--- src/rtl/firebird7_in_gate2_ijtag_scan_sequencer.sv ---
// IJTAG scan-access sequencer for the gate2 SIB/TDR segment: one host request
// becomes capture -> shift N -> update on the network, returned as one response.
module firebird7_in_gate2_ijtag_scan_sequencer #(
    parameter int MAX_LEN = 64,
    parameter int CNT_W   = $clog2(MAX_LEN + 1)
) (
    input  logic               ijtag_tck,
    input  logic               ijtag_reset,
    input  logic               req_valid,
    output logic               req_ready,
    input  logic [CNT_W-1:0]   req_len,
    input  logic [MAX_LEN-1:0] req_data,
    input  logic               req_no_capture,
    input  logic               req_no_update,
    input  logic               abort,
    output logic               rsp_valid,
    input  logic               rsp_ready,
    output logic [MAX_LEN-1:0] rsp_data,
    output logic               rsp_err,
    output logic               busy,
    output logic               ijtag_sel,
    output logic               ijtag_ce,
    output logic               ijtag_se,
    output logic               ijtag_ue,
    output logic               ijtag_si,
    input  logic               ijtag_from_so
);

    localparam int IDX_W = (MAX_LEN > 1) ? $clog2(MAX_LEN) : 1;
    localparam logic [CNT_W-1:0] MAX_LEN_C = CNT_W'(MAX_LEN);
    localparam logic [CNT_W-1:0] ONE_C     = CNT_W'(1);

    typedef enum logic [2:0] {
        S_IDLE,
        S_CAPTURE,
        S_SHIFT,
        S_UPDATE,
        S_RESP
    } state_t;

    state_t             state_q, state_d;
    logic [CNT_W-1:0]   cnt_q, cnt_d;
    logic [CNT_W-1:0]   len_q, len_d;
    logic [MAX_LEN-1:0] data_q, data_d;
    logic               noupd_q, noupd_d;
    logic [MAX_LEN-1:0] rsp_data_q, rsp_data_d;
    logic               rsp_err_q, rsp_err_d;
    logic               sel_q, ce_q, se_q, ue_q, si_q;
    logic               req_ready_q, rsp_valid_q, busy_q;
    logic               len_bad;

    assign len_bad = (req_len == '0) || (req_len > MAX_LEN_C);

    always_comb begin
        state_d    = state_q;
        cnt_d      = cnt_q;
        len_d      = len_q;
        data_d     = data_q;
        noupd_d    = noupd_q;
        rsp_data_d = rsp_data_q;
        rsp_err_d  = rsp_err_q;
        case (state_q)
            S_IDLE: begin
                if (req_valid) begin
                    rsp_data_d = '0;
                    if (len_bad) begin
                        rsp_err_d = 1'b1;
                        state_d   = S_RESP;
                    end else begin
                        rsp_err_d = 1'b0;
                        len_d     = req_len;
                        data_d    = req_data;
                        noupd_d   = req_no_update;
                        cnt_d     = '0;
                        state_d   = req_no_capture ? S_SHIFT : S_CAPTURE;
                    end
                end
            end
            S_CAPTURE: begin
                if (abort) begin
                    rsp_err_d = 1'b1;
                    state_d   = S_RESP;
                end else begin
                    state_d = S_SHIFT;
                end
            end
            S_SHIFT: begin
                // An abort drops the bit of the cycle it arrives in.
                if (abort) begin
                    rsp_err_d = 1'b1;
                    state_d   = S_RESP;
                end else begin
                    rsp_data_d[cnt_q[IDX_W-1:0]] = ijtag_from_so;
                    if (cnt_q == len_q - ONE_C) begin
                        state_d = noupd_q ? S_RESP : S_UPDATE;
                    end else begin
                        cnt_d = cnt_q + ONE_C;
                    end
                end
            end
            S_UPDATE: state_d = S_RESP;
            S_RESP: begin
                if (rsp_ready) begin
                    rsp_err_d = 1'b0;
                    state_d   = S_IDLE;
                end
            end
            default: state_d = S_IDLE;
        endcase
    end

    // Network controls are decoded from the next state so they come straight off flops.
    always_ff @(posedge ijtag_tck or negedge ijtag_reset) begin
        if (!ijtag_reset) begin
            state_q     <= S_IDLE;
            cnt_q       <= '0;
            len_q       <= '0;
            data_q      <= '0;
            noupd_q     <= 1'b0;
            rsp_data_q  <= '0;
            rsp_err_q   <= 1'b0;
            sel_q       <= 1'b0;
            ce_q        <= 1'b0;
            se_q        <= 1'b0;
            ue_q        <= 1'b0;
            si_q        <= 1'b0;
            req_ready_q <= 1'b1;
            rsp_valid_q <= 1'b0;
            busy_q      <= 1'b0;
        end else begin
            state_q     <= state_d;
            cnt_q       <= cnt_d;
            len_q       <= len_d;
            data_q      <= data_d;
            noupd_q     <= noupd_d;
            rsp_data_q  <= rsp_data_d;
            rsp_err_q   <= rsp_err_d;
            sel_q       <= (state_d == S_CAPTURE) || (state_d == S_SHIFT) || (state_d == S_UPDATE);
            ce_q        <= (state_d == S_CAPTURE);
            se_q        <= (state_d == S_SHIFT);
            ue_q        <= (state_d == S_UPDATE);
            si_q        <= (state_d == S_SHIFT) ? data_d[cnt_d[IDX_W-1:0]] : 1'b0;
            req_ready_q <= (state_d == S_IDLE);
            rsp_valid_q <= (state_d == S_RESP);
            busy_q      <= (state_d != S_IDLE);
        end
    end

    assign req_ready = req_ready_q;
    assign rsp_valid = rsp_valid_q;
    assign rsp_data  = rsp_data_q;
    assign rsp_err   = rsp_err_q;
    assign busy      = busy_q;
    assign ijtag_sel = sel_q;
    assign ijtag_ce  = ce_q;
    assign ijtag_se  = se_q;
    assign ijtag_ue  = ue_q;
    assign ijtag_si  = si_q;

endmodule
--- config.mk ---
export PLATFORM = sky130hd
export DESIGN_NAME = firebird7_in_gate2_ijtag_scan_sequencer
export DESIGN_NICKNAME = d
export VERILOG_FILES = /design/src/rtl/firebird7_in_gate2_ijtag_scan_sequencer.sv
export SDC_FILE = /design/constraint.sdc
export NUM_CORES = 1
export LEC_CHECK = 0
export ABC_AREA = 1
export CAP_MARGIN = 20
export CORE_ASPECT_RATIO = 1.4
export CORE_MARGIN = 10
export CORE_UTILIZATION = 40
export DETAILED_ROUTE_END_ITERATION = 8
export PLACE_DENSITY = 0.77
export SKIP_CTS_REPAIR_TIMING = 1
export SYNTH_ARGS = -nofsm -noshare
export SYNTH_HDL_FRONTEND = slang
export SYNTH_SLANG_ARGS = --single-unit
export TNS_END_PERCENT = 50
--- constraint.sdc ---
create_clock -name ijtag_tck -period 2.5 [get_ports ijtag_tck]
set_input_delay 0.5 -clock ijtag_tck [delete_from_list [all_inputs] [get_ports ijtag_tck]]
set_output_delay 0.5 -clock ijtag_tck [all_outputs]
set_load 0.02 [all_outputs]
### Word level (Yosys, flattened, before mapping)

Cells that the tools add are included.
W data, S select, Z words.

| storage, ports and cells | value |
|---|---|
| bits of input ports | 79 |
| output and inout bits | 73 |
| logic and storage cells | 84 |
| flip-flop bits (word level) | 155 |

| operators by class | value |
|---|---|
| muxes and demuxes | 31 |
| add/sub/neg operators | 2 |
| $lt $le $gt $ge | 4 |
| bitwise gates (word level) | 1 |
| reduce and logical (&&, ||, !) cells | 15 |
| equal/unequal tests | 15 |

Operators by type and width:

| operator | number |
|---|---|
| $mux W64 | 5 |
| $pmux W64 S2 | 1 |
| $bwmux W64 | 1 |
| $mux W7 | 4 |
| $mux W3 | 7 |
| $pmux W3 S5 | 1 |
| $lt A6 B7 Y1 const B | 2 |
| $pmux W7 S2 | 1 |
| $eq A3 B2 Y1 const B | 4 |
| $ne A2 B2 Y1 const B | 5 |
| $add A7 B1 Y7 const B | 1 |
| $eq A7 B7 Y1 | 1 |
| $gt A7 B7 Y1 const B | 1 |
| $logic_not A7 Y1 | 1 |
| $mux W1 | 7 |
| $sub A7 B1 Y7 const B | 1 |
| $bmux W1 S6 | 1 |
| $demux W1 S6 | 1 |
| $eq A3 B1 Y1 const B | 2 |
| $eq A3 B3 Y1 const B | 2 |
| $ge A6 B1 Y1 const B | 1 |
| $logic_not A3 Y1 | 2 |
| $reduce_and A3 Y1 | 2 |
| $reduce_bool A3 Y1 | 2 |
| other kinds (10) | 12 |

### Longest topological paths before layout

| depth | value |
|---|---|
| depth after elaboration | 8 |
| depth in mapped cells | 23 |
| gate-level depth less buffers | 23 |

### Worst setup path before layout

OpenSTA, ideal clock, no wires.

| timing path | value |
|---|---|
| path kind | register to register |
| start point | reg len_q[0] |
| end point | reg si_q, in the netlist ijtag_si |
| setup slack | 159 ps |
| clock period less this slack | 2341 ps |
| cell stages (with the launch flop) | 24 |
| buffers on the path | 1 |
| arrival time | 2224 ps |
| cell sequence | dfrtp_1 > inv_2 > ha_1 > inv_1 > nand2_1 > nand2_1 > nand2_1 > nor2_2 > nand2_1 > nor2_1 > nand2_1 > nand3_1 > nand3_2 > nand2_4 > nand2_8 > buf_8 > nand2_1 > nand3_1 > nand3_1 > nand3_1 > nand3_1 > nand2_1 > nor2_1 > nor2_1 |

| between the ends | value |
|---|---|
| longest elaborated chain between the ends | 8 |
| elaborated cells on any way between the ends | 12 |

Ends and longest elaborated chain:

| item | RTL line | text |
|---|---|---|
| start, declared | 43 | `logic [CNT_W-1:0] len_q, len_d;` |
| start signal, assigned | 133 | `len_q <= len_d;` |
| $sub A7 B1 Y7 (*) | 94 | `if (cnt_q == len_q - ONE_C) begin` |
| $eq A7 B7 Y1 (*) | 94 |  |
| $mux W7 | 94 |  |
| $mux W7 | 89 | `if (abort) begin` |
| $pmux W7 S2 | 62 | `case (state_q)` |
| $bmux W1 S6 | 142 | `si_q <= (state_d == S_SHIFT) ? data_d[cnt_d[IDX_W-1:0]] : 1'b0;` |
| $mux W1 (not written as such) | 142 |  |
| $mux W1 (*) | 142 |  |
| end signal, assigned | 142 |  |
| end, declared | 48 | `logic sel_q, ce_q, se_q, ue_q, si_q;` |

Every way passes the cells marked *; elsewhere a longest branch is shown, timed or not. The select of a mux whose other input is x is not followed.
A chain may end at the register's enable or synchronous reset.

### Final worst setup path

| timing path | value |
|---|---|
| start point | in req_len[4] |
| end point | reg si_q, in the netlist ijtag_si |

| between the ends | value |
|---|---|
| longest elaborated chain between the ends | 8 |
| elaborated cells on any way between the ends | 16 |

Ends and longest elaborated chain:

| item | RTL line | text |
|---|---|---|
| start, declared | 11 | `input logic [CNT_W-1:0] req_len,` |
| $gt A7 B7 Y1 / $logic_not A7 Y1 (equally long branches) | 52 | `assign len_bad = (req_len == '0) \|\| (req_len > MAX_LEN_C);` |
| $logic_or A1 B1 Y1 (*) | 52 |  |
| $mux W7 / $mux W64 (equally long branches) | 66 | `if (len_bad) begin` |
| $mux W7 / $mux W64 (equally long branches) | 64 | `if (req_valid) begin` |
| $pmux W7 S2 / $mux W64 (equally long branches) | 62 |  |
| $bmux W1 S6 | 142 |  |
| $mux W1 (not written as such) | 142 |  |
| $mux W1 (*) | 142 |  |

Marked as above.

==> summary.txt <==
Timing
  – Final Max Slew Viols: 0
  – Hold slack: -1.79 ps
  – Final setup margin: -132 ps
  – Layout Skew: 7.42 ps
  – Max-Slew Margin vs Limit: 64.2%
  – Tcrit/Tclk final: 105%
  – Achievable Freq: 380 MHz
  – Final setup violating endpoints: 1
  – TNS Setup: -132 ps
  – Worst Max-Slew Pin Slew: approximately 540 ps
  – Post-layout minimum cycle time: 2630 ps
  – RSZ-0062 raised after global routing: yes
  – Hold Fails Final Rpt: 1

Setup path
  – Crit path DAT: between 2000 and 3000 ps
  – CP endpoint kind: register
  – Worst path bufs/invs: 2
  – Critical Path End: ijtag_si
  – Most frequent cell on the critical path: nand3_1
  – Flop2flop setup slack: -130 ps
  – Slowest stage delay, CP: 430 ps
  – WS Path Type: in2reg
  – CP top delay family: simple AND/OR/NAND/NOR gates
  – Crit path depth: 16
  – Worst reg2reg path depth: 21
  – Crit path max fanout: 7
  – Crit path launch: req_len[4]
  – Worst reg2reg path endpoint: ijtag_si
  – Crit start category: primary input
  – Cell Chain, Critical Path: clkdlybuf4s50_1, nor2_1, nand4_1, xor2_2, nand2_1, a31oi_2, nand2_8, buf_12, nand3_1, nand3_1, nand3_1, nand3_2, nand3_2, nand2_2, nor2_2, nor2_1
  – Slowest CP cell: clkdlybuf4s50_1
  – Worst endpoint required time: 2830 ps
  – RR Startpoint: len_q[1]

Synthesis
  – Top cell type's share of synthesized area: 48.3%
  – Unique masters post-synth: 46
  – Async set or reset register ratio after synthesis: 100%
  – Post-synth EDFFs: 0
  – Top cells by area, synth: dfrtp_1 48%, nand2_1 19%, nand3_1 6.7%, o31ai_1 5.4%, o21ai_0 4.3%
  – Seq/Total Area, Yosys: 48.7%
  – Synth Instances: 1027
  – Mapped Area: 7970 µm²
  – Synthesized Nets: 1108
  – Yosys warns: 0
  – Register bit count reported by yosys: 155
  – Avg Inst Size Synth: a little under 8 µm²
  – Cell taking the most area after synthesis: dfrtp_1
  – Top FF cell, synth: dfrtp_1

GRT
  – Total GRT Usage: 18.3%
  – Vias in the first global route: 7924
  – Initial antenna violation count: 0
  – Overflow after GRT: 0
  – Largest net degree at the start of global routing: 66
  – Global-route wire length before repair: 40000 µm

Clocking
  – Clk Latency, worst-skew pair: 430 ps
  – Clock buffer depth: 2
  – TritonCTS Buffers: 17
  – CTS sink count: ~160
  – CTS tree: built
  – H-tree levels: 4
  – Clk pin slew, worst setup/hold paths: 60 ps
  – Root Buffer: clkbuf_16

Route
  – Antenna violation net count after detailed routing: 0
  – Via count: 7861
  – DR DRC count: 0
  – Drt total wl: between 20000 and 30000 µm
  – Avg WL per Cell: 17.0 µm
  – DRT iter0 DRCs: around 710
  – Drt first pass iters: 8
  – Vias per cell: 5.34

Die
  – # rows: 61
  – Die height: 187 µm
  – Initial Util: around two fifths
  – Core area: ~20000 µm²
  – I/O Pins: between 150 and 200
  – DIE AREA: approximately 26000 µm²
  – Die Span X: 139 µm

Placed design
  – Placement Setup Slack: -463 ps
  – Hpwl dp: between 15000 and 20000 µm
  – PortBufs: 151
  – GPL Wtd Cong: 0.892

Outcome
  – Failing checks: hold timing, setup timing
  – Status: complete, but fails checks

Cells and area
  – Post-layout nets: 1288
  – Syn-to-layout area delta: 37.5%
  – Fill cell count: 1714
  – Share of cells above drive strength 1: between 10% and 20%
  – N_diodes: 0
  – Final Core Density: ~55%

Power
  – Lkg Pwr: approximately 5.1 nW
  – Pwr Total: 12.4 mW
  – Worst VDD drop: between 600 and 700 µV
  – PD cells: 1130 nW/µm²

Flow run
  – Max_cap viols: 0

Min path
  – Hold/Removal Path Class: in2async
-- layer usage --
| metal | track usage [%] | vias up | wire length, µm | share of wire [%] |
|---|---|---|---|---|
| met2 | 31.8 | 373 | 12500 | 50 |
| li1 | - | 3736 | - | - |
| met5 | 0 | - | 0 | 0 |
| met1 | 20.7 | 3677 | 9740 | 39 |
| met4 | 7.24 | 0 | 803 | 3.2 |
| met3 | 4.88 | 75 | 2020 | 8.1 |
-- power by group --
group	total [mW]	internal [mW]	switching, mW
combinational	6.30	2.24	4.05
clock	2.66	1.63	1.03
sequential	3.48	3.17	0.306
-- worst min path at each step --
stage                        end         from  depth (start not counted)  slack [ps]
floorplan                   busy  ijtag_reset                          0         200
global placement    rsp_data[18]  ijtag_reset                          1         460
detailed placement  rsp_data[18]  ijtag_reset                          1         460
CTS                 rsp_data[21]  ijtag_reset                          1           4
global route        rsp_data[18]  ijtag_reset                          1          20
finish              rsp_data[18]  ijtag_reset                          1          -2
-- final cells by class --
cell class / count / area, µm² / area share, %
Tap cell: 252 / 315 / 2.88
Sequential cell: 155 / 3880 / 35.4
Timing Repair Buffer: 222 / 2190 / 20.0
Multi-Input combinational cell: 742 / 3700 / 33.7
Clock inverter: 10 / 140 / 1.28
Clock buffer: 22 / 464 / 4.23
Inverter: 69 / 275 / 2.51
-- metrics by stage --
step	instances	area, µm²
floorplan	1027	7970
global placement	1435	10100
CTS	1467	10700
global route	1472	11000
detailed placement	1435	10100
finish	1472	11000
-- flip-flops by register name, summed over array words and instances (netlist names), 3 cells and up --
| signal | count |
|---|---|
| data_q | 64 |
| rsp_data | 64 |
| cnt_q | 7 |
| len_q | 7 |
| state_q | 3 |
-- synth_stat cells (2+ instances only) --
| cell type | n |
|---|---|
| xnor2_1 | 2 |
| nand4_1 | 2 |
| dfrtp_1 | 154 |
| inv_4 | 2 |
| nand2_1 | 400 |
| nor3_1 | 12 |
| nand3_2 | 4 |
| buf_4 | 4 |
| nand3_1 | 107 |
| inv_2 | 7 |
| a21oi_1 | 15 |
| ha_1 | 2 |
| clkbuf_1 | 42 |
| xor2_1 | 2 |
| nand2_2 | 7 |
| o21ai_0 | 69 |
| a22oi_1 | 2 |
| o31ai_1 | 57 |
| buf_2 | 9 |
| clkinv_1 | 2 |
| o22ai_1 | 8 |
| inv_1 | 56 |
| o21ai_1 | 2 |
| nor2_2 | 10 |
| buf_8 | 2 |
| buf_6 | 5 |
| nor2_1 | 24 |
-- worst reg2reg max path, stage by stage (launching register included) --
cell and delay [ps]:
dfrtp_1 360, inv_2 60, ha_4 160, inv_1 50, nand2_1 90, nand3_2 90, nand2_2 60, nor2_4 130
nand3_4 110, o21ai_4 220, nand2_2 100, nand3_4 90, nand2_8 120, buf_12 190, nand3_1 70, nand3_1 90
nand3_1 110, nand3_2 110, nand3_2 100, nand2_2 70, nor2_2 110, nor2_1 50
-- logic make-up (layout without fill, tap and decap cells) --
family / after synthesis / after routing / share of synthesized area [%]
xor+xnor: 5 / 5 / 0.644
fa+ha+maj: 2 / 2 / 0.314
simple gates: 570 / 572 / 30.2
compound gates: 162 / 162 / 12.6
mux: 1 / 1 / 0.141
flops: 155 / 155 / 48.7
buf+inv: 132 / 323 / 7.44
-- placed cells by master (no fill, tap or decap), drive strengths merged, types with 2 or more instances in the layout --
| master | netlist | layout |
|---|---|---|
| a21oi | 16 | 16 |
| a22oi | 2 | 2 |
| a31oi | 2 | 2 |
| buf | 21 | 70 |
| bufinv | 0 | 3 |
| clkbuf | 42 | 24 |
| clkdlybuf4s50 | 0 | 150 |
| clkinv | 3 | 9 |
| dfrtp | 154 | 154 |
| ha | 2 | 2 |
| inv | 66 | 67 |
| nand2 | 409 | 411 |
| nand3 | 111 | 111 |
| nand4 | 2 | 2 |
| nor2 | 34 | 34 |
| nor3 | 12 | 12 |
| o21ai | 73 | 73 |
| o22ai | 8 | 8 |
| o31ai | 57 | 57 |
| xnor2 | 2 | 2 |
| xor2 | 3 | 3 |
(Power assumes the default switching activity.)
